## config.mk

```make
export PLATFORM = sky130hd
export DESIGN_NAME = sync_updown_counter
export DESIGN_NICKNAME = d
export VERILOG_FILES = /design/src/rtl/counter_pkg.sv /design/src/rtl/t_cell.sv /design/src/rtl/sync_updown_counter.sv
export SDC_FILE = /design/constraint.sdc
export NUM_CORES = 1
export LEC_CHECK = 0
export BUFFER_PORTS_ARGS = -buffer_cell sky130_fd_sc_hd__buf_2
export CAP_MARGIN = 20
export CORE_AREA = 2 2 39 41
export DETAILED_ROUTE_END_ITERATION = 10
export DIE_AREA = 0 0 41 43
export SKIP_LAST_GASP = 1
export SLEW_MARGIN = 25
export SYNTH_ARGS = -nofsm -noshare
export SYNTH_HDL_FRONTEND = slang
export SYNTH_SLANG_ARGS = --single-unit
export TNS_END_PERCENT = 30
```

## constraint.sdc

```tcl
create_clock -name clk -period 1.5 [get_ports clk]
set_input_delay 0.15 -clock clk [delete_from_list [all_inputs] [get_ports clk]]
set_output_delay 0.15 -clock clk [all_outputs]
set_load 0.01 [all_outputs]
```

## src/rtl/counter_pkg.sv

```systemverilog
// Shared constants and next-count arithmetic for the modulo-N up/down counter.
package counter_pkg;

   localparam logic DIR_UP   = 1'b1;
   localparam logic DIR_DOWN = 1'b0;

   // Next count in the direction given, wrapping at 0 and modulus-1.
   function automatic int unsigned next_count(input int unsigned q,
                                              input logic        up,
                                              input int unsigned modulus);
      int unsigned nxt;
      if (up == DIR_UP) begin
         nxt = (q == modulus - 1) ? 32'd0 : q + 32'd1;
      end else begin
         nxt = (q == 32'd0) ? modulus - 1 : q - 32'd1;
      end
      return nxt;
   endfunction

endpackage

```

## src/rtl/t_cell.sv

```systemverilog
// 1-bit toggle flip-flop with synchronous active-low reset.
module t_cell (
   input  logic clk,
   input  logic reset,
   input  logic t,
   output logic q
);

   logic q_q;
   logic q_d;

   always_comb begin
      q_d = q_q ^ t;
   end

   always_ff @(posedge clk) begin
      if (!reset) begin
         q_q <= 1'b0;
      end else begin
         q_q <= q_d;
      end
   end

   assign q = q_q;

endmodule

```

## src/rtl/sync_updown_counter.sv

```systemverilog
// Modulo-N up/down counter with parallel load, stored in per-bit toggle cells.
module sync_updown_counter
   import counter_pkg::*;
#(
   parameter int unsigned WIDTH   = 4,
   parameter int unsigned MODULUS = 10
) (
   input  logic             clk,
   input  logic             reset,
   input  logic             en,
   input  logic             up,
   input  logic             load,
   input  logic [WIDTH-1:0] din,
   output logic [WIDTH-1:0] q,
   output logic             tc,
   output logic             wrap,
   output logic             err
);

   if (MODULUS < 2 || longint'(MODULUS) > (longint'(1) << WIDTH)) begin : g_bad_modulus
      $error("sync_updown_counter: MODULUS must satisfy 2 <= MODULUS <= 2**WIDTH");
   end

   localparam logic [WIDTH-1:0] MAX_COUNT = WIDTH'(MODULUS - 1);
   localparam logic [WIDTH:0]   MOD_W     = (WIDTH + 1)'(MODULUS);

   logic [WIDTH-1:0] q_cur;
   logic [WIDTH-1:0] q_next;
   logic [WIDTH-1:0] t_c;
   logic             at_max;
   logic             at_zero;
   logic             wrap_q, wrap_d;
   logic             err_q, err_d;

   assign at_max  = (q_cur == MAX_COUNT);
   assign at_zero = (q_cur == '0);

   // Next count: load beats count beats hold; reset is applied inside the cells.
   always_comb begin
      q_next = q_cur;
      wrap_d = 1'b0;
      err_d  = 1'b0;
      if (load) begin
         if ({1'b0, din} >= MOD_W) begin
            q_next = MAX_COUNT;
            err_d  = 1'b1;
         end else begin
            q_next = din;
         end
      end else if (en) begin
         q_next = WIDTH'(next_count(32'(q_cur), up, MODULUS));
         wrap_d = (up == DIR_UP) ? at_max : at_zero;
      end
   end

   // Toggle exactly the bits where the next value differs from the current one.
   assign t_c = q_next ^ q_cur;

   for (genvar i = 0; i < int'(WIDTH); i++) begin : g_bit
      t_cell u_bit (
         .clk   (clk),
         .reset (reset),
         .t     (t_c[i]),
         .q     (q_cur[i])
      );
   end

   always_ff @(posedge clk) begin
      if (!reset) begin
         wrap_q <= 1'b0;
         err_q  <= 1'b0;
      end else begin
         wrap_q <= wrap_d;
         err_q  <= err_d;
      end
   end

   assign q    = q_cur;
   assign wrap = wrap_q;
   assign err  = err_q;
   assign tc   = en & ((up & at_max) | (~up & at_zero));

endmodule

```

==> out/results.tsv, run 1 <==
stage	metric	value	unit
floorplanning	area of the die	1760	µm²
logic_synthesis	synth top area cells	dfxtp_1 25%, ha_1 7.7%, buf_4 6.2%	
clock_network	clock transition at the registers of the reported paths	0.05	ns
sta	RSZ-0062 raised after global routing	yes	
sta	Worst Tran Pin Value	0.286	ns
global_route	first-pass GRT wire length	1900	µm
global_route	all-layer global routing usage	15.8	%
routing	Pre-antenna DRT Iters	4	
cells_and_area	final cell count without fillers	94	
floorplanning	die height	43	µm
power	leak pwr	0.314	nW
clock_network	H-tree level count	1	
sta	Final period util	112	%
floorplanning	Initial Utilization	35.2	%
setup_path	Worst Setup SP	g_bit[0].u_bit.q$_SDFF_PN0_	
global_route	largest net degree at the start of global routing	11	
place	port bufs	15	
logic_synthesis	Mapped Area	487	µm²
power	worst ir drop on vdd	0.000518	V
logic_synthesis	synth warn	0	
worst_hold_path	hold wc startpoint	reset	
routing	via count	485	
cells_and_area	post-layout util	46.6	%
logic_synthesis	xor/xnor share of the synthesized area	3.60	%
setup_path	crit path launch type	flip-flop	
clock_network	CTS tree	done	
logic_synthesis	Yosys reg bits	6	
clock_network	Max Buffers Root-to-Sink	2	
setup_path	Worst Path Buf+Inv	2	
logic_synthesis	multiplexer share of the synthesized area	2.06	%
logic_synthesis	Async SR Flop Fraction	0	%
setup_path	CP Capture Type	output port	
logic_synthesis	Synth Area in Adders	7.71	%
place	Final Wtd Congestion	0.720	
setup_path	Max stage delay on crit path	0.38	ns
cells_and_area	final net count	91	
clock_network	worst skew pair latency	0.25	ns
cells_and_area	most frequent cells in the layout	15 x buf_2, 9 x buf_4, 4 x a21oi_1, 4 x dfxtp_1	
cells_and_area	Area Growth Syn to Fin	32.4	%
clock_network	hold buffers post-CTS	0	
sta	Post-Route Skew	0.00528	ns
cells_and_area	most common cell after layout, fill and taps aside	buf_2	
logic_synthesis	Post-synth EDFFs	0	
routing	Detail Route Antenna Nets	0	
outcome	status	finished, violations left	
floorplanning	chip width	41	µm
place	Post-Place Setup Slack	0.0289	ns
worst_hold_path	HP Class	in -> reg	
cells_and_area	layout cells sized above 1	43.6	%
sta	Worst slew margin	80.9	%
sta	final hold violation count	0	
floorplanning	Core Region	1380	µm²
global_route	antenna violations before repair	0	
routing	1st-iter DRT viols	13	
global_route	vias in the first global route	439	
clock_network	# clock sinks	6	
routing	Vias/cell	5.16	
run	total of max-cap violations	0	
logic_synthesis	post-synth cell types	32	
sta	Fin Hold WS	0.163	ns
logic_synthesis	sequential share of the synthesized area	24.7	%
logic_synthesis	Mapped Nets	69	
logic_synthesis	largest family of logic cells by synthesized area	compound AO/OA/AOI/OAI gates	
routing	drt total wl	1170	µm
clock_network	CTS Root Cell	clkbuf_4	
place	Post-Place Cells	85	
setup_path	cell family with most CP delay	simple AND/OR/NAND/NOR gates	
setup_path	Critical Path Slowest Stage Cell	or3b_4	
outcome	failing checks	setup timing	
setup_path	Crit Path Max Fanout	2	
routing	DR WL/cell	12.4	µm
setup_path	RR Startpoint	g_bit[0].u_bit.q$_SDFF_PN0_	
sta	fmax	597	MHz
routing	DRC	0	
setup_path	cells along the critical path	inv_4 -> ha_4 -> or3b_4 -> a211oi_4 -> buf_2	
sta	final worst path period need	1.67	ns
floorplanning	I/O pin total	16	
logic_synthesis	syn avg cell area	8.54	µm²
logic_synthesis	Cells after Synth	57	
setup_path	CP Class	reg -> out	
power	pwr dens	802	nW/µm²
logic_synthesis	ys flop type	dfxtp_1	
global_route	GRT Residual Overflow	0	
logic_synthesis	post-synth top area cell	dfxtp_1	
setup_path	CP arrival	1.52	ns
floorplanning	Placement Rows	14	
sta	final setup vio count	4	
logic_synthesis	Post-Synth Simple-Gate Area	22.1	%
sta	final worst slack	-0.174	ns
clock_network	TritonCTS buffer count	3	
power	overall power	0.517	mW
logic_synthesis	Compound-Gate Fraction of Synth Area	26.2	%
sta	Pins Over Slew Limit	0	
logic_synthesis	post-synth top area share	24.7	%
place	DP Wirelength	854	µm
setup_path	Worst EP required	1.35	ns
setup_path	R2R Setup Slk	-0.06	ns
cells_and_area	n_diodes	0	
## report_power, final
| part | leakage [nW] | internal, mW | switching (mW) | total (mW) |
|---|---|---|---|---|
| clock | 0.0150 | 0.101 | 0.0634 | 0.164 |
| sequential | 0.0504 | 0.171 | 0.00869 | 0.179 |
| combinational | 0.248 | 0.0899 | 0.0831 | 0.173 |
## through the flow
stage               instance area, µm²  setup TNS, ns
global route                       644         -0.609
floorplan                          507        -0.0194
global placement                   581              0
finish                             644         -0.291
CTS                                637         -0.331
detailed placement                 581              0
## path summary, 6_finish.rpt
path                            depth (start not counted)                           to
worst max-delay path                                    5                           tc
worst min-delay path                                    2  g_bit[1].u_bit.q$_SDFF_PN0_
worst max register to register                          7  g_bit[1].u_bit.q$_SDFF_PN0_
worst min register to register                          2  g_bit[3].u_bit.q$_SDFF_PN0_
## layer usage
layer  wire length [µm]  global-route usage, %  vias up
met4                  0                   4.00        0
li1                   -                      -      244
met5                  0                      0        -
met1                515                   20.1      221
met3                 73                   6.28        0
met2                581                   24.1       20
## sequential cells by signal, indices dropped and copies added (netlist names)
| name | count |
|---|---|
| wrap | 1 |
| g_bit.u_bit.q | 4 |
| err | 1 |
## kinds of logic (layout without fill, tap and decap cells)
logic type      Yosys count  in the layout
compound gates           17             17
simple gates             17             17
buf+inv                  11             32
flops                     6              6
fa+ha+maj                 3              3
xor+xnor                  2              2
mux                       1              1
## cell type report
class,count,area (µm²)
repair buffers,24,143
flip-flops and latches,6,125
clock buffers,4,26.3
well taps,16,20.0
inverters,4,17.5
fillers,141,739
multi-input cells,40,313
## worst register-to-register path, delay by kind of cell (launching register included)
family | cells | cell delay (ns)
compound gates | 2 | 0.38
buf+inv | 2 | 0.21
simple gates | 2 | 0.42
flops | 1 | 0.34
fa+ha+maj | 1 | 0.12
## cells in the mapped netlist, types with 2 or more instances
| cell type | count |
|---|---|
| ha_1 | 3 |
| o21a_1 | 2 |
| o21ai_0 | 3 |
| a21oi_1 | 4 |
| a221oi_1 | 2 |
| buf_4 | 4 |
| inv_1 | 4 |
| nor2b_1 | 2 |
| a211o_1 | 2 |
| nand3_1 | 2 |
| and3b_1 | 2 |
| dfxtp_1 | 6 |
| nor2_1 | 2 |
## repair_timing
action	in CTS	in global routing
endpoints found under the setup margin	1	5
pin swaps	2	2
setup buffers	4	1
resized for setup	0	0
Note: power is estimated with default switching activity, not from simulation.
==> run 2: changes to the inputs <==
Clock period 1.5 ns to 1.85 ns, I/O delays scaled along.
==> out/results.tsv, run 2 (synthesis gave the netlist of run 1 again) <==
stage	metric	value	unit	change
routing	DRC	0		unchanged
sta	RSZ-0062 raised after global routing	no		
setup_path	Critical Path Slowest Stage Cell	or3b_4		
power	pwr dens	646	nW/µm²	-19%
global_route	GRT Residual Overflow	0		unchanged
clock_network	CTS tree	done		
clock_network	H-tree level count	1		unchanged
power	overall power	0.387	mW	-25%
floorplanning	area of the die	1760	µm²	unchanged
cells_and_area	Largest register FFs	4		unchanged
cells_and_area	final net count	86		-5.5%
clock_network	hold buffers post-CTS	0		unchanged
sta	fmax	572	MHz	
global_route	all-layer global routing usage	13.6	%	-2.2 points
routing	Vias/cell	5.10		-1.1%
floorplanning	Core Region	1380	µm²	unchanged
floorplanning	die height	43	µm	unchanged
global_route	vias in the first global route	401		-8.7%
clock_network	CTS Root Cell	clkbuf_4		
sta	Final TNS setup	0	ns	+0.291 ns
place	Final Wtd Congestion	0.776		+7.7%
outcome	status	complete, no violations		
sta	final worst slack	0.102	ns	+0.276 ns
setup_path	Worst EP required	1.66	ns	+0.31 ns
sta	final setup vio count	0		-4
floorplanning	Initial Utilization	35.2	%	unchanged
cells_and_area	most frequent cells in the layout	15 x buf_2, 5 x dfxtp_1, 4 x a21oi_1, 4 x buf_4		
place	Post-Place Setup Slack	0.220	ns	+0.191 ns
cells_and_area	most common cell after layout, fill and taps aside	buf_2		
floorplanning	I/O pin total	16		unchanged
setup_path	Max stage delay on crit path	0.38	ns	about the same
routing	via count	449		-7.4%
routing	DR WL/cell	11.5	µm	-8.0%
floorplanning	chip width	41	µm	unchanged
place	placed inst area	538	µm²	-7.3%
routing	Detail Route Antenna Nets	0		unchanged
routing	drt total wl	1010	µm	-14%
place	port bufs	15		unchanged
setup_path	Crit Path Max Fanout	3		+1
routing	1st-iter DRT viols	4		-9
global_route	largest net degree at the start of global routing	11		unchanged
setup_path	CP arrival	1.56	ns	+0.04 ns
floorplanning	Placement Rows	14		unchanged
run	total of max-cap violations	0		unchanged
setup_path	cells along the critical path	inv_2 -> ha_4 -> or3b_4 -> a211oi_4 -> buf_2		
global_route	first-pass GRT wire length	1670	µm	-12%
setup_path	CP Class	reg -> out		
power	worst ir drop on vdd	0.000235	V	-55%
setup_path	crit path launch type	flip-flop		
setup_path	CP Capture Type	output port		
cells_and_area	n_diodes	0		unchanged
cells_and_area	Area Growth Syn to Fin	23.1	%	
clock_network	clock transition at the registers of the reported paths	0.05	ns	about the same
sta	Pins Over Slew Limit	0		unchanged
cells_and_area	Final Cell Area	599	µm²	-7.0%
sta	final hold violation count	0		unchanged
power	leak pwr	0.289	nW	-7.9%
clock_network	# clock sinks	6		unchanged
sta	Worst slew margin	79.2	%	-1.8 points
place	DP Wirelength	771	µm	-9.8%
clock_network	TritonCTS buffer count	3		unchanged
cells_and_area	FILL cells	137		-2.8%
sta	final worst path period need	1.75	ns	
routing	Pre-antenna DRT Iters	4		unchanged
clock_network	Max Buffers Root-to-Sink	2		unchanged
sta	Worst Tran Pin Value	0.312	ns	+0.0259 ns
cells_and_area	post-layout util	43.3	%	-3.3 points
global_route	antenna violations before repair	0		unchanged
sta	Post-Route Skew	0.00494	ns	-0.000341 ns
clock_network	worst skew pair latency	0.24	ns	about the same
cells_and_area	layout cells sized above 1	38.9	%	-4.7 points
sta	Final period util	94.5	%	
worst_hold_path	HP Class	in -> reg		
==> run 2: layer usage <==
| metal | global-route usage (%) | wire, µm | up-vias |
|---|---|---|---|
| met1 | 18.3 | 454 | 211 |
| li1 | - | - | 233 |
| met3 | 1.57 | 15 | 0 |
| met4 | 6.00 | 0 | 0 |
| met5 | 0 | 0 | - |
| met2 | 20.6 | 538 | 5 |
==> run 2: per-stage QoR <==
stage / hold slack, ns / cells
floorplan: 0.303 / 57
global placement: 0.472 / 82
detailed placement: 0.477 / 82
CTS: 0.219 / 85
global route: 0.224 / 88
finish: 0.223 / 88
==> run 2: timing repair <==
item | CTS | global route
setup endpoints to repair | 1 | 1
pin swaps | 1 | 2
buffers inserted | 0 | 3
gates resized for setup | 1 | 5
==> run 2: final timing paths <==
check	startpoint	to	slack [ns]	cells after the start
setup / recovery	g_bit[0].u_bit.q$_SDFF_PN0_	tc	0.10	5
hold / removal	reset	g_bit[1].u_bit.q$_SDFF_PN0_	0.22	2
setup reg to reg	g_bit[0].u_bit.q$_SDFF_PN0_	g_bit[1].u_bit.q$_SDFF_PN0_	0.16	8
hold reg to reg	g_bit[0].u_bit.q$_SDFF_PN0_	g_bit[0].u_bit.q$_SDFF_PN0_	0.62	2
==> run 2: layout make-up <==
cell class | count | area, µm² | share of cell area (%)
Clock buffer | 3 | 22.5 | 3.76
Inverter | 4 | 15.0 | 2.51
Multi-Input combinational cell | 40 | 313 | 52.2
Sequential cell | 6 | 124 | 20.7
Tap cell | 16 | 20.0 | 3.34
Timing Repair Buffer | 19 | 105 | 17.5
==> run 2: where the power goes <==
| part | total (mW) | switching, mW | internal [mW] |
|---|---|---|---|
| logic | 0.115 | 0.0554 | 0.0594 |
| registers | 0.149 | 0.0108 | 0.138 |
| clock network | 0.124 | 0.0503 | 0.0736 |
| total | 0.387 | 0.117 | 0.271 |
==> run 2: critical path, delay by kind of cell (launching register included) <==
family          cells  cell delay (ns)
compound gates      1             0.24
buf+inv             2             0.23
simple gates        1             0.38
flops               1             0.34
fa+ha+maj           1             0.12
==> run 3: changes to the inputs <==
Clock period 1.85 ns to 2.25 ns, I/O delays scaled along.
==> out/results.tsv, run 3 (synthesis gave the netlist of run 1 again) <==
stage	metric	value	unit	change
sta	fmax	517	MHz	
global_route	GRT Residual Overflow	0		unchanged
sta	Pins Over Slew Limit	0		unchanged
setup_path	Worst Setup SP	g_bit[0].u_bit.q$_SDFF_PN0_		
global_route	gr busiest metal	met2		
power	pwr dens	544	nW/µm²	-16%
routing	DR WL/cell	10.6	µm	-7.6%
cells_and_area	final net count	82		-4.7%
setup_path	reg2reg end	g_bit[1].u_bit.q$_SDFF_PN0_		
floorplanning	chip width	41	µm	unchanged
power	worst ir drop on vdd	0.000335	V	+43%
sta	Final period util	85.9	%	
setup_path	CP arrival	1.71	ns	+0.15 ns
sta	Post-Route Skew	0.00276	ns	-0.00218 ns
sta	Worst slew margin	79.7	%	+0.52 points
global_route	GRT met2 Usage	17.8	%	-2.8 points
cells_and_area	layout cells sized above 1	29.4	%	-9.5 points
place	port bufs	15		unchanged
clock_network	worst skew pair latency	0.24	ns	about the same
routing	via count	427		-4.9%
clock_network	Post-CTS Repair Setup Buffers	0		unchanged
setup_path	CP Capture Type	output port		
cells_and_area	Area Growth Syn to Fin	13.6	%	
global_route	largest net degree at the start of global routing	11		unchanged
outcome	status	complete, no violations		
power	combinational share of power	25.8	%	-3.8 points
global_route	vias in the first global route	367		-8.5%
power	Net Sw Power	0.0877	mW	-25%
routing	DRC	0		unchanged
clock_network	H-tree level count	1		unchanged
sta	final worst slack	0.317	ns	+0.216 ns
clock_network	TritonCTS buffer count	3		unchanged
sta	final worst path period need	1.93	ns	
run	total of max-cap violations	0		unchanged
sta	final hold violation count	0		unchanged
clock_network	Resized Gates After CTS	0		-1
sta	Worst Tran Pin Value	0.304	ns	-0.00784 ns
floorplanning	Placement Rows	14		unchanged
global_route	M1 GR Usage	16.6	%	-1.7 points
cells_and_area	most common cell after layout, fill and taps aside	buf_2		
place	Final Wtd Congestion	0.790		+1.9%
global_route	first-pass GRT wire length	1510	µm	-9.5%
global_route	antenna violations before repair	0		unchanged
sta	final setup vio count	0		unchanged
setup_path	R2R Setup Slk	0.59	ns	+0.43 ns
clock_network	hold buffers post-CTS	0		unchanged
routing	Detail Route Antenna Nets	0		unchanged
setup_path	CP Class	reg -> out		
sta	Final TNS setup	0	ns	unchanged
sta	RSZ-0062 raised after global routing	no		
setup_path	Worst R2R Path Depth	6		-2
setup_path	crit path launch type	flip-flop		
setup_path	crit path to	tc		
setup_path	Crit Path Max Fanout	8		+5
floorplanning	Core Region	1380	µm²	unchanged
cells_and_area	most frequent cells in the layout	15 x buf_2, 6 x dfxtp_1, 4 x inv_1, 4 x a21oi_1		
floorplanning	area of the die	1760	µm²	unchanged
worst_hold_path	HP Class	in -> reg		
power	overall power	0.301	mW	-22%
clock_network	# clock sinks	6		unchanged
clock_network	clock transition at the registers of the reported paths	0.04	ns	about the same
power	sw frac	29.2	%	-0.92 points
power	sequential power share	41.7	%	+3.3 points
cells_and_area	Largest register FFs	4		unchanged
place	Post-Place Setup Slack	0.570	ns	+0.350 ns
clock_network	Max Buffers Root-to-Sink	2		unchanged
cells_and_area	n_diodes	0		unchanged
power	cell-internal power	0.213	mW	-21%
clock_network	CTS tree	done		
power	leak pwr	0.267	nW	-7.6%
setup_path	RR Startpoint	g_bit[0].u_bit.q$_SDFF_PN0_		
floorplanning	die height	43	µm	unchanged
power	Clock Power Share	32.5	%	+0.5 points
setup_path	Worst EP required	2.03	ns	+0.37 ns
global_route	met3 Use GR	7.85	%	+6.3 points
global_route	all-layer global routing usage	13.0	%	-0.53 points
clock_network	CTS Root Cell	clkbuf_4		
sta	Fin Hold WS	0.271	ns	+0.0476 ns
routing	Vias/cell	5.08		-0.37%
floorplanning	Initial Utilization	35.2	%	unchanged
routing	1st-iter DRT viols	10		+6
cells_and_area	final cell count without fillers	84		-4.5%
routing	Pre-antenna DRT Iters	4		unchanged
routing	drt total wl	889	µm	-12%
place	Post-Place Cells	81		-1.2%
floorplanning	I/O pin total	16		unchanged
[run 3: area by class of cell]
| type | instances | area, µm² |
|---|---|---|
| Clock buffer | 3 | 22.5 |
| Sequential cell | 6 | 120 |
| Tap cell | 16 | 20.0 |
| Fill cell | 141 | 831 |
| Multi-Input combinational cell | 40 | 300 |
| Timing Repair Buffer | 15 | 75.1 |
| Inverter | 4 | 15.0 |
[run 3: how the worst min path moves through the flow]
stage	start	end	slack, ns	cells after the start
6_report	reset	g_bit[1].u_bit.q$_SDFF_PN0_	0.27	2
3_5_place_dp	reset	g_bit[1].u_bit.q$_SDFF_PN0_	0.52	2
4_1_cts	reset	g_bit[1].u_bit.q$_SDFF_PN0_	0.26	2
3_3_place_gp	reset	g_bit[0].u_bit.q$_SDFF_PN0_	0.52	3
2_1_floorplan	reset	g_bit[1].u_bit.q$_SDFF_PN0_	0.34	1
5_1_grt	reset	g_bit[1].u_bit.q$_SDFF_PN0_	0.26	2
[run 3: worst max-delay path: stages (launching register included)]
cell	delay, ns
dfxtp_1	0.37
inv_1	0.10
ha_1	0.17
or3b_4	0.39
a211oi_4	0.26
buf_2	0.17
[run 3: per-stage QoR]
stage | utilization (%) | cell area [µm²]
after detailed placement | 38.3 | 531
final | 40.0 | 553
after global placement | 38.3 | 531
after global routing | 40.0 | 553
after floorplan | - | 487
after CTS | 40.0 | 553
[run 3: power by group through the flow]
| stage | clock (mW) | sequential [mW] | combinational (mW) |
|---|---|---|---|
| 5_1_grt | 0.113 | 0.127 | 0.0886 |
| 3_3_place_gp | 0 | 0.128 | 0.0785 |
| 6_report | 0.0977 | 0.126 | 0.0776 |
| 3_5_place_dp | 0 | 0.128 | 0.0780 |
| 4_1_cts | 0.103 | 0.126 | 0.0781 |
| 2_1_floorplan | 0 | 0.124 | 0.0671 |
[run 3: layer usage]
layer / vias up / part of all wire (%) / wire (µm)
li1: 223 / - / -
met1: 194 / 45 / 396
met2: 10 / 51 / 452
met3: 0 / 4.5 / 40
met4: 0 / 0 / 0
met5: - / 0 / 0
